$ cat src/rtl/task_scheduler_if.sv
// Ingress-channel and RPU-issue signal bundle for task_scheduler.
// slave = scheduler view, master = driver/observer view.
interface task_scheduler_if #(
  parameter int PTW           = 16,
  parameter int LEVEL         = 4,
  parameter int TREE_NUM      = 4,
  parameter int TREE_NUM_BITS = $clog2(TREE_NUM),
  parameter int PORTS         = 4,
  parameter int FIFO_DEPTH    = 8
);
  localparam int CW = $clog2(FIFO_DEPTH) + 1;

  logic [PORTS-1:0]                    i_push;
  logic [PORTS-1:0]                    i_pop;
  logic [PORTS-1:0][TREE_NUM_BITS-1:0] i_tree_id;
  logic [PORTS-1:0][PTW-1:0]           i_push_data;
  logic [PORTS-1:0]                    o_full;
  logic [PORTS-1:0][CW-1:0]            o_count;
  logic [LEVEL-1:0]                    i_rpu_ready;
  logic [LEVEL-1:0]                    o_rpu_push;
  logic [LEVEL-1:0]                    o_rpu_pop;
  logic [LEVEL-1:0][TREE_NUM_BITS-1:0] o_rpu_tree_id;
  logic [LEVEL-1:0][PTW-1:0]           o_rpu_push_data;
  logic [PORTS-1:0][15:0]              o_drop_cnt;

  modport slave (
    input  i_push, i_pop, i_tree_id, i_push_data, i_rpu_ready,
    output o_full, o_count, o_rpu_push, o_rpu_pop, o_rpu_tree_id, o_rpu_push_data, o_drop_cnt
  );

  modport master (
    output i_push, i_pop, i_tree_id, i_push_data, i_rpu_ready,
    input  o_full, o_count, o_rpu_push, o_rpu_pop, o_rpu_tree_id, o_rpu_push_data, o_drop_cnt
  );
endinterface

$ cat src/rtl/task_scheduler.sv
// Per-channel task FIFOs + round-robin issue to ring RPUs; 2-cycle sample-to-issue latency,
// full channels drop new tasks, RPUs gate issue via i_rpu_ready and a per-RPU gap. Optional: TASK_SCHED_STATS_EN.
module ts_fifo #(
  parameter int WIDTH = 8,
  parameter int DEPTH = 8
) (
  input  logic                       clk,
  input  logic                       rst,
  input  logic                       i_wr_vld,
  input  logic [WIDTH-1:0]           i_wr_dat,
  output logic                       o_full,
  input  logic                       i_rd_rdy,
  output logic                       o_rd_vld,
  output logic [WIDTH-1:0]           o_rd_dat,
  output logic [$clog2(DEPTH):0]     o_count
);
  localparam int AW = $clog2(DEPTH);
  localparam int CW = AW + 1;

  logic [WIDTH-1:0] r_mem [DEPTH];
  logic [AW-1:0]    r_wr_ptr;
  logic [AW-1:0]    r_rd_ptr;
  logic [CW-1:0]    r_count;
  logic             r_full;
  logic             w_wr;
  logic             w_rd;
  logic [CW-1:0]    w_count_nxt;

  // Space is judged on the registered full flag, so a dequeue never frees room for a same-cycle enqueue.
  assign w_wr = i_wr_vld && !r_full;
  assign w_rd = i_rd_rdy && (r_count != '0);

  always_comb begin
    w_count_nxt = r_count;
    if (w_wr && !w_rd) begin
      w_count_nxt = r_count + CW'(1);
    end else if (!w_wr && w_rd) begin
      w_count_nxt = r_count - CW'(1);
    end
  end

  always_ff @(posedge clk) begin
    if (rst) begin
      r_wr_ptr <= '0;
      r_rd_ptr <= '0;
      r_count  <= '0;
      r_full   <= 1'b0;
    end else begin
      if (w_wr) r_wr_ptr <= r_wr_ptr + AW'(1);
      if (w_rd) r_rd_ptr <= r_rd_ptr + AW'(1);
      r_count <= w_count_nxt;
      r_full  <= (w_count_nxt == CW'(DEPTH));
    end
  end

  always_ff @(posedge clk) begin
    if (w_wr) r_mem[r_wr_ptr] <= i_wr_dat;
  end

  assign o_full   = r_full;
  assign o_rd_vld = (r_count != '0);
  assign o_rd_dat = r_mem[r_rd_ptr];
  assign o_count  = r_count;
endmodule

module task_scheduler #(
  parameter int PTW           = 16,
  parameter int LEVEL         = 4,
  parameter int TREE_NUM      = 4,
  parameter int TREE_NUM_BITS = $clog2(TREE_NUM),
  parameter int PORTS         = 4,
  parameter int FIFO_DEPTH    = 8,
  parameter int ISSUE_GAP     = 2
) (
  input  logic              clk,
  input  logic              rst,
  task_scheduler_if.slave   bus
);
  localparam int TW = 2 + TREE_NUM_BITS + PTW;
  localparam int CW = $clog2(FIFO_DEPTH) + 1;
  localparam int PW = (PORTS > 1) ? $clog2(PORTS) : 1;
  localparam int LW = (LEVEL > 1) ? $clog2(LEVEL) : 1;
  localparam int GW = (ISSUE_GAP > 0) ? $clog2(ISSUE_GAP + 1) : 1;

  logic [PORTS-1:0]                    w_enq_vld;
  logic [PORTS-1:0][TW-1:0]            w_enq_dat;
  logic [PORTS-1:0]                    w_full;
  logic [PORTS-1:0][CW-1:0]            w_count;
  logic [PORTS-1:0]                    w_deq;
  logic [PORTS-1:0]                    w_head_vld;
  logic [PORTS-1:0][TW-1:0]            w_head_dat;
  logic [PORTS-1:0][1:0]               w_head_op;
  logic [PORTS-1:0][TREE_NUM_BITS-1:0] w_head_tree;
  logic [PORTS-1:0][PTW-1:0]           w_head_data;
  logic [PORTS-1:0][LW-1:0]            w_head_tgt;

  logic [LEVEL-1:0]                    w_grant_vld;
  logic [LEVEL-1:0][PW-1:0]            w_grant_idx;
  logic [PW-1:0]                       w_cand;

  logic [LEVEL-1:0][PW-1:0]            r_rr_ptr;
  logic [LEVEL-1:0][GW-1:0]            r_gap_cnt;
  logic [LEVEL-1:0]                    r_rpu_push;
  logic [LEVEL-1:0]                    r_rpu_pop;
  logic [LEVEL-1:0][TREE_NUM_BITS-1:0] r_rpu_tree_id;
  logic [LEVEL-1:0][PTW-1:0]           r_rpu_push_data;

  // Entry layout {op, tree_id, data} with op[0]=push, op[1]=pop; both set is a PUSHPOP.
  always_comb begin
    for (int p = 0; p < PORTS; p++) begin
      w_enq_vld[p] = bus.i_push[p] | bus.i_pop[p];
      w_enq_dat[p] = {bus.i_pop[p], bus.i_push[p], bus.i_tree_id[p], bus.i_push_data[p]};
    end
  end

  for (genvar p = 0; p < PORTS; p++) begin : g_ch
    ts_fifo #(
      .WIDTH (TW),
      .DEPTH (FIFO_DEPTH)
    ) u_fifo (
      .clk      (clk),
      .rst      (rst),
      .i_wr_vld (w_enq_vld[p]),
      .i_wr_dat (w_enq_dat[p]),
      .o_full   (w_full[p]),
      .i_rd_rdy (w_deq[p]),
      .o_rd_vld (w_head_vld[p]),
      .o_rd_dat (w_head_dat[p]),
      .o_count  (w_count[p])
    );
  end

  always_comb begin
    for (int p = 0; p < PORTS; p++) begin
      w_head_op[p]   = w_head_dat[p][TW-1 -: 2];
      w_head_tree[p] = w_head_dat[p][PTW +: TREE_NUM_BITS];
      w_head_data[p] = w_head_dat[p][PTW-1:0];
      w_head_tgt[p]  = LW'(w_head_tree[p] & TREE_NUM_BITS'(LEVEL - 1));
    end
  end

  // A channel's head names a single RPU, so one channel can win at most one grant per cycle.
  always_comb begin
    w_grant_vld = '0;
    w_grant_idx = '0;
    w_cand      = '0;
    for (int r = 0; r < LEVEL; r++) begin
      if (bus.i_rpu_ready[r] && (r_gap_cnt[r] == '0)) begin
        for (int k = 0; k < PORTS; k++) begin
          w_cand = PW'((int'(r_rr_ptr[r]) + k) % PORTS);
          if (!w_grant_vld[r] && w_head_vld[w_cand] && (w_head_tgt[w_cand] == LW'(r))) begin
            w_grant_vld[r] = 1'b1;
            w_grant_idx[r] = w_cand;
          end
        end
      end
    end
  end

  always_comb begin
    w_deq = '0;
    for (int r = 0; r < LEVEL; r++) begin
      if (w_grant_vld[r]) w_deq[w_grant_idx[r]] = 1'b1;
    end
  end

  always_ff @(posedge clk) begin
    if (rst) begin
      r_rr_ptr        <= '0;
      r_gap_cnt       <= '0;
      r_rpu_push      <= '0;
      r_rpu_pop       <= '0;
      r_rpu_tree_id   <= '0;
      r_rpu_push_data <= '1;
    end else begin
      for (int r = 0; r < LEVEL; r++) begin
        if (w_grant_vld[r]) begin
          r_rpu_push[r]      <= w_head_op[w_grant_idx[r]][0];
          r_rpu_pop[r]       <= w_head_op[w_grant_idx[r]][1];
          r_rpu_tree_id[r]   <= w_head_tree[w_grant_idx[r]];
          r_rpu_push_data[r] <= w_head_data[w_grant_idx[r]];
          r_gap_cnt[r]       <= GW'(ISSUE_GAP);
          r_rr_ptr[r]        <= (w_grant_idx[r] == PW'(PORTS - 1)) ? '0 : w_grant_idx[r] + PW'(1);
        end else begin
          r_rpu_push[r]      <= 1'b0;
          r_rpu_pop[r]       <= 1'b0;
          r_rpu_tree_id[r]   <= '0;
          r_rpu_push_data[r] <= '1;
          if (r_gap_cnt[r] != '0) r_gap_cnt[r] <= r_gap_cnt[r] - GW'(1);
        end
      end
    end
  end

`ifdef TASK_SCHED_STATS_EN
  logic [PORTS-1:0][15:0] r_drop_cnt;

  always_ff @(posedge clk) begin
    if (rst) begin
      r_drop_cnt <= '0;
    end else begin
      for (int p = 0; p < PORTS; p++) begin
        if (w_enq_vld[p] && w_full[p] && (r_drop_cnt[p] != 16'hFFFF)) begin
          r_drop_cnt[p] <= r_drop_cnt[p] + 16'd1;
        end
      end
    end
  end

  assign bus.o_drop_cnt = r_drop_cnt;
`else
  assign bus.o_drop_cnt = '0;
`endif

  assign bus.o_full          = w_full;
  assign bus.o_count         = w_count;
  assign bus.o_rpu_push      = r_rpu_push;
  assign bus.o_rpu_pop       = r_rpu_pop;
  assign bus.o_rpu_tree_id   = r_rpu_tree_id;
  assign bus.o_rpu_push_data = r_rpu_push_data;
endmodule

$ cat src/flat_wrapper.sv
// flat-port wrapper written by rule: the top's interface ports become plain ports
module task_scheduler_flat 
#(
  parameter int PTW           = 16,
  parameter int LEVEL         = 4,
  parameter int TREE_NUM      = 4,
  parameter int TREE_NUM_BITS = $clog2(TREE_NUM),
  parameter int PORTS         = 4,
  parameter int FIFO_DEPTH    = 8,
  parameter int ISSUE_GAP     = 2
)
  (clk, rst, bus_i_push, bus_i_pop, bus_i_tree_id, bus_i_push_data, bus_i_rpu_ready, bus_o_full, bus_o_count, bus_o_rpu_push, bus_o_rpu_pop, bus_o_rpu_tree_id, bus_o_rpu_push_data, bus_o_drop_cnt);
  task_scheduler_if #(.PTW(PTW), .LEVEL(LEVEL), .TREE_NUM(TREE_NUM), .TREE_NUM_BITS(TREE_NUM_BITS), .PORTS(PORTS), .FIFO_DEPTH(FIFO_DEPTH)) bus_i ();
  input  logic clk;
  input  logic rst;
  input wire logic [$bits(bus_i.i_push)-1:0] bus_i_push;
  input wire logic [$bits(bus_i.i_pop)-1:0] bus_i_pop;
  input wire logic [$bits(bus_i.i_tree_id)-1:0] bus_i_tree_id;
  input wire logic [$bits(bus_i.i_push_data)-1:0] bus_i_push_data;
  input wire logic [$bits(bus_i.i_rpu_ready)-1:0] bus_i_rpu_ready;
  output wire logic [$bits(bus_i.o_full)-1:0] bus_o_full;
  output wire logic [$bits(bus_i.o_count)-1:0] bus_o_count;
  output wire logic [$bits(bus_i.o_rpu_push)-1:0] bus_o_rpu_push;
  output wire logic [$bits(bus_i.o_rpu_pop)-1:0] bus_o_rpu_pop;
  output wire logic [$bits(bus_i.o_rpu_tree_id)-1:0] bus_o_rpu_tree_id;
  output wire logic [$bits(bus_i.o_rpu_push_data)-1:0] bus_o_rpu_push_data;
  output wire logic [$bits(bus_i.o_drop_cnt)-1:0] bus_o_drop_cnt;
  assign bus_i.i_push = bus_i_push;
  assign bus_i.i_pop = bus_i_pop;
  assign bus_i.i_tree_id = bus_i_tree_id;
  assign bus_i.i_push_data = bus_i_push_data;
  assign bus_i.i_rpu_ready = bus_i_rpu_ready;
  assign bus_o_full = bus_i.o_full;
  assign bus_o_count = bus_i.o_count;
  assign bus_o_rpu_push = bus_i.o_rpu_push;
  assign bus_o_rpu_pop = bus_i.o_rpu_pop;
  assign bus_o_rpu_tree_id = bus_i.o_rpu_tree_id;
  assign bus_o_rpu_push_data = bus_i.o_rpu_push_data;
  assign bus_o_drop_cnt = bus_i.o_drop_cnt;
  task_scheduler #(.PTW(PTW), .LEVEL(LEVEL), .TREE_NUM(TREE_NUM), .TREE_NUM_BITS(TREE_NUM_BITS), .PORTS(PORTS), .FIFO_DEPTH(FIFO_DEPTH), .ISSUE_GAP(ISSUE_GAP)) u_core (.clk(clk), .rst(rst), .bus(bus_i));
endmodule
$ cat config.mk
export PLATFORM = sky130hd
export DESIGN_NAME = task_scheduler_flat
export DESIGN_NICKNAME = d
export VERILOG_FILES = /design/src/rtl/task_scheduler_if.sv /design/src/rtl/task_scheduler.sv /design/src/flat_wrapper.sv
export SDC_FILE = /design/constraint.sdc
export NUM_CORES = 1
export LEC_CHECK = 0
export BUFFER_PORTS_ARGS = -buffer_cell sky130_fd_sc_hd__buf_2
export CORE_MARGIN = 2
export CORE_UTILIZATION = 45
export CTS_CLUSTER_SIZE = 28
export DETAILED_ROUTE_END_ITERATION = 8
export PLACE_DENSITY = 0.64
export REMOVE_ABC_BUFFERS = 1
export SLEW_MARGIN = 20
export SYNTH_ARGS = -nofsm -noshare
export SYNTH_HDL_FRONTEND = slang
export SYNTH_SLANG_ARGS = --single-unit
$ cat constraint.sdc
create_clock -name clk -period 11.65 [get_ports clk]
set_input_delay 1.165 -clock clk [delete_from_list [all_inputs] [get_ports clk]]
set_output_delay 1.165 -clock clk [all_outputs]
set_load 0.03 [all_outputs]
==> flow_summary.ini <==
[outcome]
status = finished clean

[detailed_routing]
post_drt_via_cell_ratio = 5.61
drtAntennaViolNets = 0
drt_wl_total_um = 76600
route.detailed.drc = 0
detailroute.via_count = 17189
drt_iter0_markers = 1478
pre_antenna_drt_iters = 5
wl_per_cell_um = 25.0

[floorplan]
floorplan.initialDensity = 0.456
core_sq_um = 71600
chipWidth_um = 273
design.portCount = 250
number_of_rows_created_at_floorplan = 98
die_footprint_sq_um = 74700
die_height_um = 273

[sta]
post-route-period-util = 0.441
totalNegativeSetupSlack_ps = 0
final.hold.worst_slack_ps = 449
finalHoldViolCount = 0
period_needed_ps = 5130
finalClockSkew_ps = 41.0
grt_setup_unrepaired = false
max_freq_mhz = 195
finalMaxSlewViolations = 0
max_slew_margin = 0.344
worstMarginPinSlew_ps = 979
finalSetupViolations = 0

[yosys]
synth_edf_count = 640
syn_area_per_cell_sq_um = 18.1
yosysUniqueCellTypes = 68
yosys_register_bits = 792
async_flop_share = 0
synth_top_area_frac = 0.589
ys.warnings.count = 0
post_synth_instance_area_sq_um = 32600
synthCells = 1805
postSynth.topFlopCell = sky130_fd_sc_hd__edfxtp_1
synthTopCellsByArea = sky130_fd_sc_hd__edfxtp_1 (59%), sky130_fd_sc_hd__mux4_2 (15%), sky130_fd_sc_hd__dfxtp_1 (9.3%)
synth_largest_area_cell = sky130_fd_sc_hd__edfxtp_1
synth-seq-area-share = 0.682

[finish]
final_util = 0.522
num-fill-cells = 5689
drive_gt1_frac = 0.318
multi_input_combinational_cell_area_sq_um = 9700
layout.nets = 2163
sequential_cell_area_sq_um = 22300
layout-area-overhead-vs-synth_pct = 14.4

[global_routing]
grt_start_max_net_pins = 70
grt_use_total = 0.205
grt_antenna_before_repair = 14
first_global_vias = 16939
grt_remaining_overflow = 0
wire_length_of_the_first_global_routing_pass_um = 112000

[worst_hold_path]
worst_hold_path_type = flop to flop

[placement]
detailed_place_hpwl_um = 49600
globalplace.congestion = 0.818
buffer_ports.inserted = 185

[clock_tree]
tritoncts_clock_tree = yes
post_cts.repair.setup_buffers = 0
post_cts_hold_buffer_count = 0
ctsLongestPathBuffers = 3
numClockSinks = 792
cts-htree-levels = 3
worst_skew_pair_later_pin_latency_ps = 640
cts-buffers-inserted = 81
post_cts_resized = 0
clkSlewWorstSetupHoldPaths_ps = 60
cts-root-buf = sky130_fd_sc_hd__clkbuf_16

[power_and_ir_drop]
p_leak_nw = 12.4
irDropWorstVdd_v = 0.000144
power.density_cell_area_nw_per_um2 = 195

[worst_setup_path]
worstPathRequired_ps = 12160
worst_setup_path_end_kind = flop
timing.critical_path.slowest_cell_delay_ps = 640
criticalPathCategory = flop to flop
crit_chain = buf_4 -> mux4_2 -> mux2i_1 -> and4bb_1 -> a211o_1 -> a21oi_2 -> ha_1 -> and3_1 -> o41ai_2 -> a41oi_2 -> nand2_1 -> and4_1 -> a21oi_1 -> and3b_1
biggest_fanout_along_the_worst_timing_path = 42
arrival_ps = 5650
crit_path_start_kind = flop
worst_path_max_delay_cell = sky130_fd_sc_hd__buf_4

[run]
max_cap_viols = 0
-- through the flow --
stage               cells  total power (W)  worst slack (ps)  cell area [sq um]
floorplan            1719          0.00428              4910              31900
global placement     2912          0.00471              6500              34600
detailed placement   2912          0.00474              6340              34600
CTS                  3060          0.00732              6290              37300
global route         3062          0.00754              6120              37300
finish               3062          0.00727              6520              37300
-- metal layers --
layer,GRT usage,wire (um),part of all wire,vias up
met4,0.0626,1920,0.025,18
met5,0,117,0.0015,-
met1,0.281,31300,0.41,8881
met2,0.321,36500,0.48,671
li1,-,-,-,7506
met3,0.0568,6800,0.089,113
-- power by group --
| part | switching [W] | internal (W) | total (W) |
|---|---|---|---|
| Clock | 0.00107 | 0.00152 | 0.00259 |
| Combinational | 0.000807 | 0.000528 | 0.00134 |
| Sequential | 0.000104 | 0.00324 | 0.00335 |
-- worst max-delay path, delay by kind of cell, from the launching register on --
kind | cells | cell delay, ps
AO/OA/AOI/OAI | 5 | 1590
AND/OR/NAND/NOR | 5 | 1220
multiplexers | 2 | 980
buffers and inverters | 1 | 640
flip-flops | 1 | 310
adder cells (fa/ha/maj) | 1 | 270
-- state kept, by name (all words and copies together) (netlist names), named ones only --
| signal | count |
|---|---|
| u_core.bus.o_rpu_pop | 4 |
| u_core.bus.o_rpu_push | 4 |
| u_core.bus.o_rpu_push_data | 64 |
| u_core.bus.o_rpu_tree_id | 8 |
| u_core.g_ch.u_fifo.o_count | 16 |
| u_core.g_ch.u_fifo.o_full | 4 |
| u_core.g_ch.u_fifo.r_mem | 640 |
| u_core.g_ch.u_fifo.r_rd_ptr | 12 |
| u_core.g_ch.u_fifo.r_wr_ptr | 12 |
| u_core.r_gap_cnt | 8 |
| u_core.r_rr_ptr | 8 |
-- synthesized netlist by cell type, types with 12 or more instances --
cell type and n:
sky130_fd_sc_hd__nand2b_1 12, sky130_fd_sc_hd__inv_1 31, sky130_fd_sc_hd__nor2b_1 14, sky130_fd_sc_hd__nor3_1 29, sky130_fd_sc_hd__a21oi_1 24, sky130_fd_sc_hd__o41ai_1 13
sky130_fd_sc_hd__edfxtp_1 640, sky130_fd_sc_hd__nand2_1 107, sky130_fd_sc_hd__buf_6 13, sky130_fd_sc_hd__and2_1 17, sky130_fd_sc_hd__dfxtp_1 152, sky130_fd_sc_hd__xnor2_1 16
sky130_fd_sc_hd__nor2_1 81, sky130_fd_sc_hd__buf_1 14, sky130_fd_sc_hd__ha_1 32, sky130_fd_sc_hd__buf_4 72, sky130_fd_sc_hd__mux2i_1 127, sky130_fd_sc_hd__mux4_2 216
sky130_fd_sc_hd__buf_2 18, sky130_fd_sc_hd__clkbuf_1 33
-- area by class of cell --
cell class	instances	share of cell area
clock inverter	42	0.0120
tap	950	0.0318
multi-input combinational	892	0.260
antenna	2	0.000134
clock buffer	106	0.0598
timing repair buffer	243	0.0365
sequential	792	0.596
inverter	35	0.00379
-- final timing paths --
check / startpoint / to / slack, ps / cells after the start
max: flop / u_core.g_ch[3].u_fifo.o_full / 6520 / 14
min: u_core.r_gap_cnt[6] / u_core.r_gap_cnt[6] / 450 / 1
max reg2reg: flop / u_core.g_ch[3].u_fifo.o_full / 6520 / 14
min reg2reg: u_core.r_gap_cnt[6] / u_core.r_gap_cnt[6] / 450 / 1
-- placed cells by master, fill, tap and decap left out, types with 7 or more instances in the layout --
master / count
sky130_fd_sc_hd__a21oi_1: 22
sky130_fd_sc_hd__a22oi_1: 7
sky130_fd_sc_hd__and2_1: 17
sky130_fd_sc_hd__and3_1: 9
sky130_fd_sc_hd__buf_2: 185
sky130_fd_sc_hd__buf_4: 58
sky130_fd_sc_hd__bufinv_16: 7
sky130_fd_sc_hd__clkbuf_1: 16
sky130_fd_sc_hd__clkbuf_16: 83
sky130_fd_sc_hd__clkbuf_8: 7
sky130_fd_sc_hd__clkinv_1: 8
sky130_fd_sc_hd__clkinv_2: 15
sky130_fd_sc_hd__conb_1: 68
sky130_fd_sc_hd__dfxtp_1: 146
sky130_fd_sc_hd__edfxtp_1: 640
sky130_fd_sc_hd__ha_1: 32
sky130_fd_sc_hd__inv_1: 31
sky130_fd_sc_hd__inv_6: 7
sky130_fd_sc_hd__mux2i_1: 127
sky130_fd_sc_hd__mux4_2: 216
sky130_fd_sc_hd__nand2_1: 107
sky130_fd_sc_hd__nand2b_1: 12
sky130_fd_sc_hd__nor2_1: 66
sky130_fd_sc_hd__nor2_2: 16
sky130_fd_sc_hd__nor2b_1: 14
sky130_fd_sc_hd__nor3_1: 13
sky130_fd_sc_hd__nor3_2: 19
sky130_fd_sc_hd__o21ai_0: 9
sky130_fd_sc_hd__o41ai_1: 13
sky130_fd_sc_hd__xnor2_1: 16
sky130_fd_sc_hd__xor2_1: 8
-- logic make-up (layout without fill, tap and decap cells) --
logic type / Yosys count / in the layout / synth area share
compound gates: 97 / 97 / 0.0250
simple gates: 322 / 322 / 0.0491
other cells: 1 / 70 / 0.000115
mux: 348 / 348 / 0.190
flops: 792 / 792 / 0.682
buf+inv: 188 / 426 / 0.0346
fa+ha+maj: 32 / 32 / 0.0123
xor+xnor: 25 / 25 / 0.00694
Note: power is estimated with default switching activity, not from simulation.
